File: config.mk
export PLATFORM = sky130hd
export DESIGN_NAME = o_serializer_oe
export DESIGN_NICKNAME = d
export VERILOG_FILES = /design/src/rtl/o_serializer_oe.sv
export SDC_FILE = /design/constraint.sdc
export NUM_CORES = 1
export LEC_CHECK = 0
export ABC_AREA = 1
export ABC_CLOCK_PERIOD_IN_PS = 1500
export CAP_MARGIN = 25
export CORE_MARGIN = 10
export CORE_UTILIZATION = 28
export CTS_CLUSTER_DIAMETER = 120
export DETAILED_ROUTE_END_ITERATION = 16
export MAX_ROUTING_LAYER = met4
export PLACE_DENSITY = 0.57
export SETUP_SLACK_MARGIN = 0.15
export SYNTH_ARGS = -nofsm -noshare
export SYNTH_HDL_FRONTEND = slang
export SYNTH_SLANG_ARGS = --single-unit
File: constraint.sdc
create_clock -name CLK -period 1.5 [get_ports CLK]
set_input_delay 0.3 -clock CLK [delete_from_list [all_inputs] [get_ports CLK]]
set_output_delay 0.3 -clock CLK [all_outputs]
set_load 0.03 [all_outputs]
File: src/rtl/o_serializer_oe.sv
// o_serializer_oe: registered parallel-to-serial pad driver with tri-state enable and valid/ready intake
module o_serializer_oe #(
  parameter int    DATA_WIDTH    = 4,
  parameter string BIT_ORDER     = "LSB_FIRST",
  parameter logic  IDLE_VALUE    = 1'b0,
  parameter string TRISTATE_IDLE = "TRUE"
) (
  input  logic                  CLK,
  input  logic                  RST,
  input  logic [DATA_WIDTH-1:0] DATA_IN,
  input  logic                  DATA_VALID,
  input  logic                  OE_IN,
  output logic                  DATA_READY,
  output logic                  Q,
  output logic                  T_OUT,
  output logic                  BUSY,
  output logic                  UNDERRUN
);
  if (DATA_WIDTH < 2 || DATA_WIDTH > 10) begin : g_bad_width
    $fatal(1, "%m: DATA_WIDTH=%0d illegal, legal range 2..10", DATA_WIDTH);
  end
  if (BIT_ORDER != "LSB_FIRST" && BIT_ORDER != "MSB_FIRST") begin : g_bad_order
    $fatal(1, "%m: BIT_ORDER=\"%s\" illegal, legal values \"LSB_FIRST\" or \"MSB_FIRST\"", BIT_ORDER);
  end
  if (TRISTATE_IDLE != "TRUE" && TRISTATE_IDLE != "FALSE") begin : g_bad_tri
    $fatal(1, "%m: TRISTATE_IDLE=\"%s\" illegal, legal values \"TRUE\" or \"FALSE\"", TRISTATE_IDLE);
  end
  localparam int CW = $clog2(DATA_WIDTH);
  localparam logic lsb_first = (BIT_ORDER == "LSB_FIRST");
  localparam logic tri_idle = (TRISTATE_IDLE == "TRUE");
  localparam logic [CW-1:0] last_cnt = CW'(DATA_WIDTH - 1);
  typedef enum logic {IDLE, SHIFT} state_t;
  state_t state, state_n;
  logic [CW-1:0] cnt, cnt_n;
  logic [DATA_WIDTH-1:0] sreg, sreg_n;
  logic oe, oe_n, q_n, t_n, und_n, last, accept;
  assign last = (state == SHIFT) && (cnt == last_cnt);
  assign DATA_READY = RST && ((state == IDLE) || last);
  assign accept = DATA_VALID && DATA_READY;
  assign BUSY = (state == SHIFT);
  always_comb begin
    state_n = state;
    cnt_n = cnt;
    sreg_n = sreg;
    oe_n = oe;
    q_n = Q;
    t_n = T_OUT;
    und_n = 1'b0;
    if (accept) begin
      state_n = SHIFT;
      cnt_n = '0;
      sreg_n = lsb_first ? DATA_IN >> 1 : DATA_IN << 1;
      q_n = lsb_first ? DATA_IN[0] : DATA_IN[DATA_WIDTH-1];
      oe_n = OE_IN;
      t_n = OE_IN;
    end else if (last) begin
      state_n = IDLE;
      cnt_n = '0;
      q_n = IDLE_VALUE;
      t_n = tri_idle ? 1'b0 : oe;
      und_n = 1'b1;
    end else if (state == SHIFT) begin
      cnt_n = cnt + 1'b1;
      sreg_n = lsb_first ? sreg >> 1 : sreg << 1;
      q_n = lsb_first ? sreg[0] : sreg[DATA_WIDTH-1];
    end
  end
  always_ff @(posedge CLK) begin
    if (!RST) begin
      state <= IDLE;
      cnt <= '0;
      sreg <= '0;
      oe <= 1'b0;
      Q <= IDLE_VALUE;
      T_OUT <= 1'b0;
      UNDERRUN <= 1'b0;
    end else begin
      state <= state_n;
      cnt <= cnt_n;
      sreg <= sreg_n;
      oe <= oe_n;
      Q <= q_n;
      T_OUT <= t_n;
      UNDERRUN <= und_n;
    end
  end
endmodule
==> out/metrics.cfg <==
[clock_network]
cts_sinks=9
cts_buffers=3
htree_levels=1
clk_latency_ns=0.26
cts_tree=yes
cts_buffer_depth=2
postCtsHoldBufs=0
path_clk_slew_ns=0.06
cts-root-buf=clkbuf_4

[finish]
num_antenna_cells=0
drive_gt1_share_pct=31.25
nNetsFinal=90
design_area_um2=658.1
fillers=139
syn_to_final_growth_pct=60.86
layout.cells.non_filler=95
register_area_um2=182.7
multi_input_area_um2=215.2
post-route-util_pct=49.34

[sta]
drv_slew=0
fin_crit_ns=1.452
worstMarginPinSlew_ns=0.3114
finalHoldViolations=0
fmax_mhz=688.9
post-route-period-util_pct=96.78
rsz0062_at_grt=yes
slew_headroom_pct=79.32
fin_hold_ws_ns=0.4856
clock-skew-final_ns=0.0008014
setup_viol=0
finalSetupTns_ns=0
setup_ws_ns=0.04834

[place]
post-place-ws_ns=0.06297
gp_congestion=0.7886
placed_area_um2=563.0
dpl.hpwl_um=775.5
portBuffers=12
post-place-cells=85

[critical_path]
crit_fanout=4
cp_data_arrival_time_ns=1.15
crit_path_start_kind=flop
cp.required_ns=1.20
end_kind=primary output
critPathKind=flop to primary output

[yosys]
yosysSeqAreaShare_pct=44.04
syn_area_per_cell_um2=7.306
syn_area_um2=409.1
syn_inst=56
yosysWarnings=0
synth_largest_area_cell=dfxtp_1
synth-seq-cells=9
syn_nets=65
ys_types=15
synth_area_leaders=dfxtp_1, nand2_1, nor2_1
yosysTopAreaCellShare_pct=44.04

[pwr]
power_density_nw_per_um2=868.5
ir_drop_mv=0.4610
total_power_mw=0.5716
p_leak_nw=0.3029

[floorplan]
die_h_um=58.23
initial_core_util_pct=30.68
core.rowCount=13
die_w_um=58.23
ioPinCount=13
core_um2=1334
die_area_um2=3390

[detailed_routing]
wirelength_um=1048
antenna_left=0
drtIter0Drc=6
drtPass1Iterations=2
vias=428
avgViaCountPerCell=4.505
drc=0
wire_per_inst_um=11.03

[global_route]
track_usage_pct=6.601
grt_max_degree=9
antenna_found_initial=0
grt_pass1_wl_um=1697
overflow=0
first_global_vias=411

[run]
max_cap_viol_count=0

[status]
status=completed

[worst_hold_path]
hold_class=flop to flop

[final timing paths]
kind | startpoint | cells after the start | end | slack [ns]
worst min register to register | sreg[2]$_SDFFE_PN0P_ | 2 | sreg[2]$_SDFFE_PN0P_ | 0.49
worst max register to register | cnt[0]$_SDFFE_PP0P_ | 8 | sreg[1]$_SDFFE_PN0P_ | 0.36
worst min-delay path | sreg[2]$_SDFFE_PN0P_ | 2 | sreg[2]$_SDFFE_PN0P_ | 0.49
worst max-delay path | cnt[0]$_SDFFE_PP0P_ | 6 | DATA_READY | 0.05
[state kept, by name, indices dropped and copies added, names as in the netlist]
register,count
cnt,2
Q,1
T_OUT,1
BUSY,1
UNDERRUN,1
sreg,3
[power by group]
group          internal (mW)  switching, mW
Sequential             0.252        0.00739
Combinational         0.0590         0.0672
Clock                  0.102         0.0832
Total                  0.414          0.158
[cells in the mapped netlist]
library cell / number
nand3_1: 1
o21ai_2: 2
o21ai_1: 1
dfxtp_1: 9
nand4_1: 3
a21oi_1: 2
a21oi_2: 1
ha_1: 1
nand2_4: 1
nand3_2: 1
nand2_1: 13
o21ai_0: 2
inv_2: 4
nor2_1: 10
inv_1: 5
[layer usage]
layer / up-vias / wire length, µm / GRT usage (%)
li1: 225 / - / -
met1: 189 / 466 / 6.603
met2: 10 / 475 / 9.816
met3: 4 / 88 / 3.704
met4: 0 / 17 / 4.027
met5: - / 0 / -
[cells by family after synthesis]
logic type | Yosys count | share of synthesized area, %
and+or+nand+nor | 29 | 32.11
buffers and inverters | 9 | 8.256
DFF | 9 | 44.04
AOI/OAI and AO/OA | 8 | 12.54
adders and majority gates | 1 | 3.058
[timing repair]
action                     CTS  global route
setup buffers                1             5
pin swaps                    1             3
resized for setup            7             5
setup endpoints to repair    5             1
[final cells by class]
class | instances | share of cell area [%]
repair buffers | 20 | 26.81
multi-input cells | 38 | 32.70
inverters | 9 | 5.894
clock buffers | 4 | 3.992
flip-flops and latches | 9 | 27.76
well taps | 15 | 2.852
[layout by cell type (no fill, tap or decap), drive strengths merged]
| cell type | n |
|---|---|
| o21ai | 5 |
| nand3 | 2 |
| nand2 | 14 |
| nand4 | 3 |
| inv | 9 |
| clkbuf | 4 |
| a21oi | 3 |
| dlygate4sd2 | 4 |
| clkdlybuf4s50 | 7 |
| buf | 9 |
| nor2 | 10 |
| dfxtp | 9 |
| ha | 1 |
[worst max-delay path, stage by stage (launching register included)]
cell and delay (ns):
dfxtp_2 0.36, ha_4 0.14, inv_2 0.04, nand2_4 0.09, inv_6 0.04, nor2_4 0.09
buf_6 0.13
(Power assumes the default switching activity.)
